### config.mk
export PLATFORM = sky130hd
export DESIGN_NAME = huffman_decoder_flat
export DESIGN_NICKNAME = d
export VERILOG_FILES = /design/src/rtl/huffman_decoder_if.sv /design/src/rtl/huffman_decoder.sv /design/src/flat_wrapper.sv
export SDC_FILE = /design/constraint.sdc
export NUM_CORES = 1
export LEC_CHECK = 0
export ABC_AREA = 0
export CAP_MARGIN = 10
export CORE_AREA = 4 4 110 139
export DETAILED_ROUTE_END_ITERATION = 16
export DIE_AREA = 0 0 114 143
export DONT_BUFFER_PORTS = 1
export SYNTH_ARGS = -nofsm -noshare
export SYNTH_HDL_FRONTEND = slang
export SYNTH_HIERARCHICAL = 1
export SYNTH_SLANG_ARGS = --single-unit
### constraint.sdc
create_clock -name clk_in -period 11.09 [get_ports clk_in]
set_clock_uncertainty 0.1 [all_clocks]
set_input_delay 1.6635 -clock clk_in [delete_from_list [all_inputs] [get_ports clk_in]]
set_output_delay 1.6635 -clock clk_in [all_outputs]
set_load 0.02 [all_outputs]
### src/rtl/huffman_decoder_if.sv
// Bitstream-in / symbol-out handshake bundle for huffman_decoder.
// slave  = decoder side, master = producer/consumer side.
interface huffman_decoder_if #(
  parameter int AMP_W = 12
);
  logic             flush_in;
  logic             bit_in;
  logic             bit_valid_in;
  logic             bit_ready_out;
  logic             dc_mode_in;
  logic [3:0]       run_out;
  logic [3:0]       size_out;
  logic [AMP_W-1:0] amp_out;
  logic             eob_out;
  logic             zrl_out;
  logic             sym_valid_out;
  logic             sym_ready_in;
  logic             err_out;

  modport slave (
    input  flush_in, bit_in, bit_valid_in, dc_mode_in, sym_ready_in,
    output bit_ready_out, run_out, size_out, amp_out, eob_out, zrl_out,
           sym_valid_out, err_out
  );

  modport master (
    output flush_in, bit_in, bit_valid_in, dc_mode_in, sym_ready_in,
    input  bit_ready_out, run_out, size_out, amp_out, eob_out, zrl_out,
           sym_valid_out, err_out
  );
endinterface

### src/rtl/huffman_decoder.sv
// Bit-serial JPEG Huffman decoder: canonical luminance AC table (T.81 K.5),
// followed by amplitude bits and EXTEND.  Define HUFF_DC_EN to add the K.3
// luminance DC table, selected by dc_mode_in at the start of each code.
// AMP_W must be >= 11 (>= 12 with HUFF_DC_EN).
module huffman_decoder #(
  parameter int AMP_W      = 12,
  parameter bit ERR_STICKY = 1'b1
) (
  input logic              clk_in,
  input logic              rst_in,
  huffman_decoder_if.slave dec
);
  typedef enum logic [1:0] {S_CODE = 2'd0, S_AMP = 2'd1, S_OUT = 2'd2, S_ERR = 2'd3} state_t;

  // Per-length tables indexed by (code length - 1).
  localparam logic        AC_HAS [0:15] = '{1'b0, 1'b1, 1'b1, 1'b1, 1'b1, 1'b1, 1'b1, 1'b1,
                                            1'b1, 1'b1, 1'b1, 1'b1, 1'b0, 1'b0, 1'b1, 1'b1};
  localparam logic [15:0] AC_MAX [0:15] = '{16'd0, 16'd1, 16'd4, 16'd12, 16'd28, 16'd59, 16'd123, 16'd250,
                                            16'd506, 16'd1018, 16'd2041, 16'd4087, 16'd0, 16'd0, 16'd32704, 16'd65534};
  localparam logic [15:0] AC_MIN [0:15] = '{16'd0, 16'd0, 16'd4, 16'd10, 16'd26, 16'd58, 16'd120, 16'd248,
                                            16'd502, 16'd1014, 16'd2038, 16'd4084, 16'd0, 16'd0, 16'd32704, 16'd65410};
  localparam logic [7:0]  AC_VP  [0:15] = '{8'd0, 8'd0, 8'd2, 8'd3, 8'd6, 8'd9, 8'd11, 8'd15,
                                            8'd18, 8'd23, 8'd28, 8'd32, 8'd0, 8'd0, 8'd36, 8'd37};
  localparam logic [7:0] AC_VAL [0:161] = '{
    8'h01, 8'h02, 8'h03, 8'h00, 8'h04, 8'h11, 8'h05, 8'h12, 8'h21, 8'h31, 8'h41, 8'h06, 8'h13, 8'h51, 8'h61, 8'h07,
    8'h22, 8'h71, 8'h14, 8'h32, 8'h81, 8'h91, 8'ha1, 8'h08, 8'h23, 8'h42, 8'hb1, 8'hc1, 8'h15, 8'h52, 8'hd1, 8'hf0,
    8'h24, 8'h33, 8'h62, 8'h72, 8'h82, 8'h09, 8'h0a, 8'h16, 8'h17, 8'h18, 8'h19, 8'h1a, 8'h25, 8'h26, 8'h27, 8'h28,
    8'h29, 8'h2a, 8'h34, 8'h35, 8'h36, 8'h37, 8'h38, 8'h39, 8'h3a, 8'h43, 8'h44, 8'h45, 8'h46, 8'h47, 8'h48, 8'h49,
    8'h4a, 8'h53, 8'h54, 8'h55, 8'h56, 8'h57, 8'h58, 8'h59, 8'h5a, 8'h63, 8'h64, 8'h65, 8'h66, 8'h67, 8'h68, 8'h69,
    8'h6a, 8'h73, 8'h74, 8'h75, 8'h76, 8'h77, 8'h78, 8'h79, 8'h7a, 8'h83, 8'h84, 8'h85, 8'h86, 8'h87, 8'h88, 8'h89,
    8'h8a, 8'h92, 8'h93, 8'h94, 8'h95, 8'h96, 8'h97, 8'h98, 8'h99, 8'h9a, 8'ha2, 8'ha3, 8'ha4, 8'ha5, 8'ha6, 8'ha7,
    8'ha8, 8'ha9, 8'haa, 8'hb2, 8'hb3, 8'hb4, 8'hb5, 8'hb6, 8'hb7, 8'hb8, 8'hb9, 8'hba, 8'hc2, 8'hc3, 8'hc4, 8'hc5,
    8'hc6, 8'hc7, 8'hc8, 8'hc9, 8'hca, 8'hd2, 8'hd3, 8'hd4, 8'hd5, 8'hd6, 8'hd7, 8'hd8, 8'hd9, 8'hda, 8'he1, 8'he2,
    8'he3, 8'he4, 8'he5, 8'he6, 8'he7, 8'he8, 8'he9, 8'hea, 8'hf1, 8'hf2, 8'hf3, 8'hf4, 8'hf5, 8'hf6, 8'hf7, 8'hf8,
    8'hf9, 8'hfa};
`ifdef HUFF_DC_EN
  localparam logic        DC_HAS [0:15] = '{1'b0, 1'b1, 1'b1, 1'b1, 1'b1, 1'b1, 1'b1, 1'b1,
                                            1'b1, 1'b0, 1'b0, 1'b0, 1'b0, 1'b0, 1'b0, 1'b0};
  localparam logic [15:0] DC_MAX [0:15] = '{16'd0, 16'd0, 16'd6, 16'd14, 16'd30, 16'd62, 16'd126, 16'd254,
                                            16'd510, 16'd0, 16'd0, 16'd0, 16'd0, 16'd0, 16'd0, 16'd0};
  localparam logic [15:0] DC_MIN [0:15] = '{16'd0, 16'd0, 16'd2, 16'd14, 16'd30, 16'd62, 16'd126, 16'd254,
                                            16'd510, 16'd0, 16'd0, 16'd0, 16'd0, 16'd0, 16'd0, 16'd0};
  localparam logic [7:0]  DC_VP  [0:15] = '{8'd0, 8'd0, 8'd1, 8'd6, 8'd7, 8'd8, 8'd9, 8'd10,
                                            8'd11, 8'd0, 8'd0, 8'd0, 8'd0, 8'd0, 8'd0, 8'd0};
`endif

  // EXTEND: a leading 0 amplitude bit marks a negative value raw-(2^size-1).
  function automatic logic [AMP_W-1:0] extend_amp(input logic [10:0] raw, input logic [3:0] size);
    logic [AMP_W-1:0] raw_w;
    logic [AMP_W-1:0] mask_w;
    raw_w  = AMP_W'(raw);
    mask_w = (AMP_W'(1'b1) << size) - AMP_W'(1'b1);
    if (raw[size - 4'd1] == 1'b0) begin
      return raw_w - mask_w;
    end else begin
      return raw_w;
    end
  endfunction

  state_t           state_q, state_d;
  logic [14:0]      code_q, code_d;
  logic [3:0]       len_q, len_d;
  logic [9:0]       raw_q, raw_d;
  logic [3:0]       cnt_q, cnt_d;
  logic [7:0]       sym_q, sym_d;
  logic [AMP_W-1:0] amp_q, amp_d;
  logic             dc_sel_q, dc_sel_d;
  logic             bit_ready_q, bit_ready_d, sym_valid_q, sym_valid_d, err_q, err_d;
  logic             eob_q, eob_d, zrl_q, zrl_d;
  logic [3:0]       run_out_q, run_out_d, size_out_q, size_out_d;
  logic [AMP_W-1:0] amp_out_q, amp_out_d;

  logic             take_s, dc_s, hit_s;
  logic [15:0]      code_shift_s;
  logic [10:0]      raw_shift_s;
  logic [7:0]       idx_s, val_s;

  assign take_s       = dec.bit_valid_in && bit_ready_q;
  assign code_shift_s = {code_q, dec.bit_in};
  assign raw_shift_s  = {raw_q, dec.bit_in};
`ifdef HUFF_DC_EN
  assign dc_s = (len_q == 4'd0) ? dec.dc_mode_in : dc_sel_q;
`else
  assign dc_s = 1'b0;
`endif

  // Canonical-code match of the shifted code against the active table.
  always_comb begin
    hit_s = 1'b0;
    idx_s = 8'd0;
    val_s = 8'd0;
`ifdef HUFF_DC_EN
    if (dc_s) begin
      hit_s = DC_HAS[len_q] && (code_shift_s <= DC_MAX[len_q]);
      idx_s = DC_VP[len_q] + 8'(code_shift_s - DC_MIN[len_q]);
      val_s = {4'd0, idx_s[3:0]};
    end else begin
`endif
      hit_s = AC_HAS[len_q] && (code_shift_s <= AC_MAX[len_q]);
      idx_s = AC_VP[len_q] + 8'(code_shift_s - AC_MIN[len_q]);
      if (hit_s) begin
        val_s = AC_VAL[idx_s];
      end else begin
        val_s = 8'd0;
      end
`ifdef HUFF_DC_EN
    end
`endif
  end

  // Next-state and datapath update; flush overrides everything.
  always_comb begin
    state_d  = state_q;
    code_d   = code_q;
    len_d    = len_q;
    raw_d    = raw_q;
    cnt_d    = cnt_q;
    sym_d    = sym_q;
    amp_d    = amp_q;
    dc_sel_d = dc_sel_q;
    if (dec.flush_in) begin
      state_d  = S_CODE;
      code_d   = 15'd0;
      len_d    = 4'd0;
      raw_d    = 10'd0;
      cnt_d    = 4'd0;
      sym_d    = 8'd0;
      amp_d    = '0;
      dc_sel_d = 1'b0;
    end else begin
      case (state_q)
        S_CODE: begin
          if (take_s) begin
            dc_sel_d = dc_s;
            code_d   = 15'd0;
            len_d    = 4'd0;
            if (hit_s) begin
              sym_d = val_s;
              raw_d = 10'd0;
              amp_d = '0;
              cnt_d = val_s[3:0];
              if (val_s[3:0] == 4'd0) begin
                state_d = S_OUT;
              end else begin
                state_d = S_AMP;
              end
            end else if (len_q == 4'd15) begin
              state_d = S_ERR;
            end else begin
              code_d = code_shift_s[14:0];
              len_d  = len_q + 4'd1;
            end
          end else begin
            state_d = S_CODE;
          end
        end
        S_AMP: begin
          if (take_s) begin
            raw_d = raw_shift_s[9:0];
            cnt_d = cnt_q - 4'd1;
            if (cnt_q == 4'd1) begin
              amp_d   = extend_amp(raw_shift_s, sym_q[3:0]);
              state_d = S_OUT;
            end else begin
              state_d = S_AMP;
            end
          end else begin
            state_d = S_AMP;
          end
        end
        S_OUT: begin
          if (dec.sym_ready_in) begin
            state_d = S_CODE;
          end else begin
            state_d = S_OUT;
          end
        end
        S_ERR: begin
          if (ERR_STICKY) begin
            state_d = S_ERR;
          end else begin
            state_d = S_CODE;
          end
        end
        default: state_d = S_CODE;
      endcase
    end
  end

  // Registered outputs derived from the next state and next symbol.
  always_comb begin
    bit_ready_d = (state_d == S_CODE) || (state_d == S_AMP);
    sym_valid_d = (state_d == S_OUT);
    err_d       = (state_d == S_ERR);
    if (state_d == S_OUT) begin
      run_out_d  = sym_d[7:4];
      size_out_d = sym_d[3:0];
      amp_out_d  = amp_d;
      eob_d      = (sym_d == 8'h00) && !dc_sel_d;
      zrl_d      = (sym_d == 8'hF0) && !dc_sel_d;
    end else begin
      run_out_d  = 4'd0;
      size_out_d = 4'd0;
      amp_out_d  = '0;
      eob_d      = 1'b0;
      zrl_d      = 1'b0;
    end
  end

  // State, datapath and output registers with synchronous reset.
  always_ff @(posedge clk_in) begin
    if (rst_in) begin
      state_q     <= S_CODE;
      code_q      <= 15'd0;
      len_q       <= 4'd0;
      raw_q       <= 10'd0;
      cnt_q       <= 4'd0;
      sym_q       <= 8'd0;
      amp_q       <= '0;
      dc_sel_q    <= 1'b0;
      bit_ready_q <= 1'b1;
      sym_valid_q <= 1'b0;
      err_q       <= 1'b0;
      eob_q       <= 1'b0;
      zrl_q       <= 1'b0;
      run_out_q   <= 4'd0;
      size_out_q  <= 4'd0;
      amp_out_q   <= '0;
    end else begin
      state_q     <= state_d;
      code_q      <= code_d;
      len_q       <= len_d;
      raw_q       <= raw_d;
      cnt_q       <= cnt_d;
      sym_q       <= sym_d;
      amp_q       <= amp_d;
      dc_sel_q    <= dc_sel_d;
      bit_ready_q <= bit_ready_d;
      sym_valid_q <= sym_valid_d;
      err_q       <= err_d;
      eob_q       <= eob_d;
      zrl_q       <= zrl_d;
      run_out_q   <= run_out_d;
      size_out_q  <= size_out_d;
      amp_out_q   <= amp_out_d;
    end
  end

  assign dec.bit_ready_out = bit_ready_q;
  assign dec.sym_valid_out = sym_valid_q;
  assign dec.err_out       = err_q;
  assign dec.eob_out       = eob_q;
  assign dec.zrl_out       = zrl_q;
  assign dec.run_out       = run_out_q;
  assign dec.size_out      = size_out_q;
  assign dec.amp_out       = amp_out_q;

  huffman_decoder_chk u_chk (
    .clk_in (clk_in),
    .hit_i  (take_s && hit_s && (state_q == S_CODE)),
    .idx_i  (idx_s)
  );
endmodule

// Simulation checker: a matched code must always index inside the value ROM.
module huffman_decoder_chk (
  input logic       clk_in,
  input logic       hit_i,
  input logic [7:0] idx_i
);
  // Bound check of the ROM index on every matched code.
  always @(posedge clk_in) begin
    if (hit_i) begin
      assert (idx_i <= 8'd161);
    end
  end
endmodule

### src/flat_wrapper.sv
// flat-port wrapper written by rule: the top's interface ports become plain ports
module huffman_decoder_flat 
#(
  parameter int AMP_W      = 12,
  parameter bit ERR_STICKY = 1'b1
)
  (clk_in, rst_in, dec_flush_in, dec_bit_in, dec_bit_valid_in, dec_dc_mode_in, dec_sym_ready_in, dec_bit_ready_out, dec_run_out, dec_size_out, dec_amp_out, dec_eob_out, dec_zrl_out, dec_sym_valid_out, dec_err_out);
  huffman_decoder_if #(.AMP_W(AMP_W)) dec_i ();
  input logic clk_in;
  input logic rst_in;
  input wire logic [$bits(dec_i.flush_in)-1:0] dec_flush_in;
  input wire logic [$bits(dec_i.bit_in)-1:0] dec_bit_in;
  input wire logic [$bits(dec_i.bit_valid_in)-1:0] dec_bit_valid_in;
  input wire logic [$bits(dec_i.dc_mode_in)-1:0] dec_dc_mode_in;
  input wire logic [$bits(dec_i.sym_ready_in)-1:0] dec_sym_ready_in;
  output wire logic [$bits(dec_i.bit_ready_out)-1:0] dec_bit_ready_out;
  output wire logic [$bits(dec_i.run_out)-1:0] dec_run_out;
  output wire logic [$bits(dec_i.size_out)-1:0] dec_size_out;
  output wire logic [$bits(dec_i.amp_out)-1:0] dec_amp_out;
  output wire logic [$bits(dec_i.eob_out)-1:0] dec_eob_out;
  output wire logic [$bits(dec_i.zrl_out)-1:0] dec_zrl_out;
  output wire logic [$bits(dec_i.sym_valid_out)-1:0] dec_sym_valid_out;
  output wire logic [$bits(dec_i.err_out)-1:0] dec_err_out;
  assign dec_i.flush_in = dec_flush_in;
  assign dec_i.bit_in = dec_bit_in;
  assign dec_i.bit_valid_in = dec_bit_valid_in;
  assign dec_i.dc_mode_in = dec_dc_mode_in;
  assign dec_i.sym_ready_in = dec_sym_ready_in;
  assign dec_bit_ready_out = dec_i.bit_ready_out;
  assign dec_run_out = dec_i.run_out;
  assign dec_size_out = dec_i.size_out;
  assign dec_amp_out = dec_i.amp_out;
  assign dec_eob_out = dec_i.eob_out;
  assign dec_zrl_out = dec_i.zrl_out;
  assign dec_sym_valid_out = dec_i.sym_valid_out;
  assign dec_err_out = dec_i.err_out;
  huffman_decoder #(.AMP_W(AMP_W), .ERR_STICKY(ERR_STICKY)) u_core (.clk_in(clk_in), .rst_in(rst_in), .dec(dec_i));
endmodule
# After elaboration in Yosys (flattened, before gate mapping)
# Memories as Yosys holds them, arrays and structs flattened.
# Index checks and enable logic that the tools add are counted.
# Widths: inputs -> output; s select.
[word_totals]
reg_bits = 81
rom_bits = 2704
inputBits = 7
output_inout_bits = 25
elab_cells = 111
n_memories = 5
[classes]
addsub = 7
n_lt_le_gt_ge = 4
eq_ne = 12
shifts = 1
n_mux = 48
n_bitwise = 3
n_reduce_logical = 15
[mem_list]
columns = ["memory", "depth", "word_bits", "rd", "rd_clocked_by_memory_dff", "wr", "line", "text"]
rows = [
  ["(name not given)", 256, 8, 1, 0, 0, "huffman_decoder.sv:102", "val_s = AC_VAL[idx_s];"],
  ["(name not given)", 16, 16, 1, 0, 0, "huffman_decoder.sv:100", "idx_s = AC_VP[len_q] + 8'(code_shift_s - AC_MIN[len_q]);"],
  ["(name not given)", 16, 16, 1, 0, 0, "huffman_decoder.sv:99", "hit_s = AC_HAS[len_q] && (code_shift_s <= AC_MAX[len_q]);"],
  ["(name not given)", 16, 8, 1, 0, 0, "huffman_decoder.sv:100", ""],
  ["(name not given)", 16, 1, 1, 0, 0, "huffman_decoder.sv:99", ""],
]
[op_table]
columns = ["cell", "count"]
rows = [
  ["$mux 8", 11],
  ["$mux 12", 6],
  ["$mux 16", 2],
  ["$mux 10", 3],
  ["$mux 15", 2],
  ["$pmux 12 s2", 1],
  ["$mux 4", 5],
  ["$pmux 10 s2", 1],
  ["$le 16x16->1", 1],
  ["$mux 2", 8],
  ["$shl 1x4->12 const A", 1],
  ["$sub 11x12->12", 1],
  ["$sub 12x1->12 const B", 1],
  ["$ge 9x9->1 const B", 1],
  ["$not 8->9", 1],
  ["$add 8x8->8", 1],
  ["$eq 2x2->1 const B", 4],
  ["$eq 8x8->1 const B", 1],
  ["$logic_not 8->1", 1],
  ["$pmux 2 s4", 1],
  ["$pmux 4 s2", 1],
  ["$sub 4x1->4 const B", 2],
  ["$sub 8x8->8", 1],
  ["$mux 1", 6],
  ["19 further kinds", 27],
]

# Logic depth before layout (Yosys ltp)
[logic_depth]
ltp_word = 20
depth_mapped = 24

# Worst setup path before layout
# Ideal clock, no wire load.
[synth_timing]
path_kind = "input-to-reg"
from = "input port dec_bit_in"
to = "register u_core.zrl_q (netlist: u_core/dec.zrl_out)"
setup_ns = 0.088
arrival_time_ns = 5.014
t_required_ns = 10.902
setup_slack_ns = 5.889
stages = 13
n_path_buf = 1
cell_sequence = "ha_1 -> inv_1 -> ha_1 -> clkinv_1 -> ha_1 -> clkbuf_1 -> mux4_2 -> a221o_1 -> o22ai_1 -> o22ai_1 -> o41a_1 -> or3_4 -> nor4_4"
[synth_via]
elab_chain_len = 16
elab_cells_between_ends = 24
classes_between = "2 x add/sub; 1 x order compare; 2 x eq/ne; 12 x mux; 2 x bitwise; 4 x reduce/logical; 1 x memory"
[synth_rtl]
columns = ["element", "line", "text"]
rows = [
  ["from (decl)", "flat_wrapper.sv:12", "input wire logic [$bits(dec_i.bit_in)-1:0] dec_bit_in;"],
  ["$sub 8x8->8", "huffman_decoder.sv:100", ""],
  ["$add 8x8->8", "huffman_decoder.sv:100", ""],
  ["$not 8->9 (implied by the code)", "huffman_decoder.sv:102", ""],
  ["$mem_v2 256x8", "--", ""],
  ["$mux 8 (implied by the code) (2 in a row)", "huffman_decoder.sv:102", ""],
  ["$mux 8", "huffman_decoder.sv:101", "if (hit_s) begin"],
  ["$logic_not 4->1", "huffman_decoder.sv:142", "if (val_s[3:0] == 4'd0) begin"],
  ["$mux 2", "huffman_decoder.sv:142", ""],
  ["$mux 2", "huffman_decoder.sv:137", "if (hit_s) begin"],
  ["$mux 2", "huffman_decoder.sv:133", "if (take_s) begin"],
  ["$pmux 2 s4", "huffman_decoder.sv:131", "case (state_q)"],
  ["$mux 2", "huffman_decoder.sv:121", "if (dec.flush_in) begin"],
  ["$eq 2x2->1", "huffman_decoder.sv:195", "if (state_d == S_OUT) begin"],
  ["$not 1->1 (no line)", "--", ""],
  ["$reduce_or 2->1 (no line)", "--", ""],
  ["to (signal assigned)", "huffman_decoder.sv:242", "zrl_q <= zrl_d;"],
  ["to (decl)", "huffman_decoder.sv:69", "logic eob_q, eob_d, zrl_q, zrl_d;"],
]
# Several ways; a longest one is shown, not always the timed one. The select of a mux whose other input is x is not followed.
# A chain may end at the register's enable or synchronous reset.

# Final worst setup path
[layout_timing]
from = "register u_core.len_q[2]"
to = "register u_core.eob_q (netlist: u_core/dec.eob_out)"
[layout_via]
elab_chain_len = 20
elab_cells_between_ends = 39
classes_between = "2 x add/sub; 1 x order compare; 2 x eq/ne; 21 x mux; 3 x bitwise; 5 x reduce/logical; 5 x memory"
[layout_rtl]
columns = ["element", "line", "text"]
rows = [
  ["from (decl)", "huffman_decoder.sv:62", "logic [3:0] len_q, len_d;"],
  ["from (signal assigned)", "huffman_decoder.sv:232", "len_q <= len_d;"],
  ["$not 4->5 (implied by the code)", "huffman_decoder.sv:99, huffman_decoder.sv:100", ""],
  ["$mem_v2 16x16", "--", ""],
  ["$mux 8 (implied by the code) (2 in a row)", "huffman_decoder.sv:100", ""],
  ["$sub 8x8->8", "huffman_decoder.sv:100", ""],
  ["$add 8x8->8", "huffman_decoder.sv:100", ""],
  ["$not 8->9 (implied by the code)", "huffman_decoder.sv:102", ""],
  ["$mem_v2 256x8", "--", ""],
  ["$mux 8 (implied by the code) (2 in a row)", "huffman_decoder.sv:102", ""],
  ["[2 not listed]", "--", ""],
  ["$mux 2", "huffman_decoder.sv:142", ""],
  ["$mux 2", "huffman_decoder.sv:137", ""],
  ["$mux 2", "huffman_decoder.sv:133", ""],
  ["$pmux 2 s4", "huffman_decoder.sv:131", ""],
  ["$mux 2", "huffman_decoder.sv:121", ""],
  ["$eq 2x2->1", "huffman_decoder.sv:195", ""],
  ["$not 1->1 (no line)", "--", ""],
  ["$reduce_or 2->1 (no line)", "--", ""],
  ["to (signal assigned)", "huffman_decoder.sv:241", "eob_q <= eob_d;"],
  ["to (decl)", "huffman_decoder.sv:69", ""],
]
# Several ways; a longest one is shown, not always the timed one. The select of a mux whose other input is x is not followed.

==> impl_metrics.ini <==
[critical_path]
cp_num_buf_inv = 3
critPathArrivalTime_ns = 6.96
worstSetupStartpointType = flip-flop
cp.required_ns = 11.18
critical-path-top-delay-family = compound AO/OA/AOI/OAI gates
setup.worst_path.class = reg2reg
worst_path_most_repeated_cell = sky130_fd_sc_hd__inv_1
critical_path.cell_chain = inv_1 -> nor3_1 -> a21o_1 -> fa_1 -> ha_1 -> or2_1 -> a21o_1 -> nand2_2 -> inv_1 -> o22ai_1 -> a211oi_1 -> o41ai_1 -> a31oi_1 -> o41a_1 -> inv_1 -> nand2b_1 -> nor3_1
critPathCaptureType = flip-flop
critical_path.slowest_cell = sky130_fd_sc_hd__dfxtp_1
crit_path_largest_cell_delay_ns = 0.81
path_max_fanout = 24

[pwr]
report.power.total_mw = 0.917
sequentialPowerShare = 0.321
comb_power_share = 0.316
sw_frac_of_total = 0.356
power_report.internal_total_mw = 0.591
net_switching_power_of_the_design_mw = 0.326
vdd.ir_drop.worst_mv = 0.102
leakagePower_nw = 2.70
power_per_cell_area_nw_per_um2 = 126
clock_power_share = 0.363

[yosys]
synthesis.yosys.warnings = 6
syn-cell-area_um2 = 6890
avgSynthCellArea_um2 = 7.60
synthDistinctLibCells = 83
cell_accounting_for_the_most_synthesized_area = sky130_fd_sc_hd__dfxtp_1
synth-seq-cells = 81
synthesis.instances = 906
synthesis.nets = 994
ys_async_sr_fraction = 0
synth_largest_type_area_fraction = 0.235
synth.yosys.seq_area_share = 0.235
synth.area.top_cells = sky130_fd_sc_hd__dfxtp_1 (24%), sky130_fd_sc_hd__ha_1 (14%), sky130_fd_sc_hd__a21oi_1 (5.5%), sky130_fd_sc_hd__nand2_1 (5.5%), sky130_fd_sc_hd__nor2_1 (5.2%)
postSynth.topFlopCell = sky130_fd_sc_hd__dfxtp_1
synth_edf_count = 0

[outcome]
run_status = finished, final reports clean

[grt]
grt_max_degree = 38
track_usage = 0.241
antenna_found_initial = 0
grt_total_ovfl = 0
grt_pass1_vias = 6312
grt_first_pass_wirelength_um = 32000

[die]
die_height_um = 143
chipWidth_um = 114
ioPinCount = 32
floorplan.die_area_um2 = 16300
floorplan.initialDensity = 0.488
design.core.area_um2 = 14100
placementRows = 49

[route]
residual_drc = 0
antenna_viol_nets_final = 0
via_count = 6661
detail_routed_via_count_per_cell = 6.34
postRouteWirelength_um = 19600
detail_route.wl_per_cell_um = 18.6
drt-pass1-iter-count = 6
drt_iter0_markers = 699

[clock_network]
clkTransAtPathRegs_ns = 0.07
cts_num_sinks = 81
cts.repair_timing.setup_buffer_count = 0
cts_resized = 0
ctsRootBufferMaster = sky130_fd_sc_hd__clkbuf_16
clock_tree.htree_level_count = 3
clock_tree.buffer_depth = 2
clock_latency_ns = 0.34
cts_hold_buf = 0
cts_made_buffers = 9
clock_tree_from_tritoncts = built

[timing]
min_period_ns = 6.86
final.period_utilization = 0.619
final.setup.tns_ns = 0
fmax_ghz = 0.146
final_hold_fails = 0
slew_headroom = 0.383
timing_worst_slew_pin_value_ns = 0.917
drv_slew = 0
timing.hold.ws_ns = 0.373
setup-violations-final = 0
grt_setup_unrepaired = no

[final_layout]
final_cell_area_um2 = 7270
n_antenna_cell = 0
layout.cells.most_common_list = sky130_fd_sc_hd__nand2_1 (101), sky130_fd_sc_hd__nor2_1 (96), sky130_fd_sc_hd__dfxtp_1 (81)
mostFrequentLayoutCell = sky130_fd_sc_hd__nand2_1
final.fill_count = 1373
fraction_of_final_layout_cells_with_drive_strength_greater_than_1 = 0.0665
synthToLayoutAreaGrowth_pct = 5.51
post_layout_net_count = 955

[placed_design]
place_area_um2 = 6930
dp_hpwl_um = 14400
gp_routability_congestion = 0.916
buffer_ports.inserted = 0

[run]
max-cap-violations = 0

[hold_path]
holdCritPathClass = reg2reg
## worst register-to-register path: stages, from the launching register on
cell	delay, ns
sky130_fd_sc_hd__dfxtp_1	0.81
sky130_fd_sc_hd__inv_1	0.32
sky130_fd_sc_hd__nor3_1	0.51
sky130_fd_sc_hd__a21o_1	0.16
sky130_fd_sc_hd__fa_1	0.41
sky130_fd_sc_hd__ha_1	0.51
sky130_fd_sc_hd__or2_1	0.25
sky130_fd_sc_hd__a21o_1	0.39
sky130_fd_sc_hd__nand2_2	0.40
sky130_fd_sc_hd__inv_1	0.68
sky130_fd_sc_hd__o22ai_1	0.14
sky130_fd_sc_hd__a211oi_1	0.32
sky130_fd_sc_hd__o41ai_1	0.10
sky130_fd_sc_hd__a31oi_1	0.52
sky130_fd_sc_hd__o41a_1	0.31
sky130_fd_sc_hd__inv_1	0.09
sky130_fd_sc_hd__nand2b_1	0.56
sky130_fd_sc_hd__nor3_1	0.14
## worst paths after layout
check / startpoint / to / slack (ns) / cells past startpoint
setup / recovery: u_core/len_q[2] / u_core/dec.eob_out / 4.23 / 17
setup reg to reg: u_core/len_q[2] / u_core/dec.eob_out / 4.23 / 17
hold reg to reg: u_core/code_q[11] / u_core/code_q[11] / 0.37 / 2
hold / removal: u_core/code_q[11] / u_core/code_q[11] / 0.37 / 2
## power by group through the flow
stage	registers (mW)	logic, mW	clock network (mW)
6_report	0.295	0.290	0.333
4_1_cts	0.294	0.283	0.339
5_1_grt	0.295	0.312	0.354
3_3_place_gp	0.301	0.280	0
2_1_floorplan	0.300	0.219	0
3_5_place_dp	0.301	0.282	0
## cell usage after synthesis (6+ instances only)
library cell / count
sky130_fd_sc_hd__xor2_1: 6
sky130_fd_sc_hd__and3_1: 11
sky130_fd_sc_hd__nand4_1: 11
sky130_fd_sc_hd__fa_1: 6
sky130_fd_sc_hd__o21a_1: 7
sky130_fd_sc_hd__a211oi_1: 13
sky130_fd_sc_hd__a21o_1: 9
sky130_fd_sc_hd__inv_1: 45
sky130_fd_sc_hd__nor3_1: 37
sky130_fd_sc_hd__buf_2: 13
sky130_fd_sc_hd__nand3_1: 41
sky130_fd_sc_hd__o31ai_1: 7
sky130_fd_sc_hd__dfxtp_1: 81
sky130_fd_sc_hd__clkbuf_1: 38
sky130_fd_sc_hd__nor2_1: 96
sky130_fd_sc_hd__a2111oi_0: 6
sky130_fd_sc_hd__o2111ai_1: 6
sky130_fd_sc_hd__nand2_1: 101
sky130_fd_sc_hd__a31oi_1: 9
sky130_fd_sc_hd__a21oi_1: 76
sky130_fd_sc_hd__ha_1: 75
sky130_fd_sc_hd__o211ai_1: 14
sky130_fd_sc_hd__xnor2_1: 9
sky130_fd_sc_hd__nand2b_1: 11
sky130_fd_sc_hd__a22oi_1: 16
sky130_fd_sc_hd__o21ai_0: 38
sky130_fd_sc_hd__o22ai_1: 7
sky130_fd_sc_hd__mux2i_1: 10
## cell families (layout without fill, tap and decap cells)
logic type	count (synthesis)	count (layout)	synth area share
muxes	17	17	0.0309
adders and majority gates	81	81	0.154
AOI/OAI and AO/OA	255	255	0.252
and+or+nand+nor	347	347	0.237
DFF	81	81	0.235
xor gates and xnor gates	18	18	0.0278
buffers and inverters	107	73	0.0629
## flip-flops by register name (all words and copies together) (netlist names)
| name | cells |
|---|---|
| u_core/amp_q | 12 |
| u_core/dec.eob_out | 1 |
| u_core/sym_q | 8 |
| u_core/dec.err_out | 1 |
| u_core/state_q | 2 |
| u_core/dec.bit_ready_out | 1 |
| u_core/raw_q | 10 |
| u_core/cnt_q | 4 |
| u_core/dec.zrl_out | 1 |
| u_core/code_q | 15 |
| u_core/dec.run_out | 4 |
| u_core/dec.sym_valid_out | 1 |
| u_core/dc_sel_q | 1 |
| u_core/len_q | 4 |
| u_core/dec.size_out | 4 |
| u_core/dec.amp_out | 12 |
## metrics by stage
stage	utilization	setup slack [ns]	cells
finish	0.515	4.23	1050
global route	0.515	3.68	1050
CTS	0.515	4.34	1050
detailed placement	0.491	4.41	1034
global placement	0.491	4.47	1034
floorplan	-	5.89	906
## area by class of cell
cell class	instances	area (um2)	share of cell area
multi-input cells	718	4840	0.666
flip-flops and latches	81	1620	0.223
clock buffers	10	239	0.0329
well taps	178	223	0.0307
inverters	48	180	0.0248
clock inverters	6	97.6	0.0134
repair buffers	9	67.6	0.00930
## layer usage
layer	share of wire	up-vias	GRT usage
met5	0	-	0
met4	0.052	0	0.133
met3	0.041	75	0.0276
met2	0.49	241	0.413
met1	0.42	3141	0.293
li1	-	3204	-
Note: power is estimated with default switching activity, not from simulation.
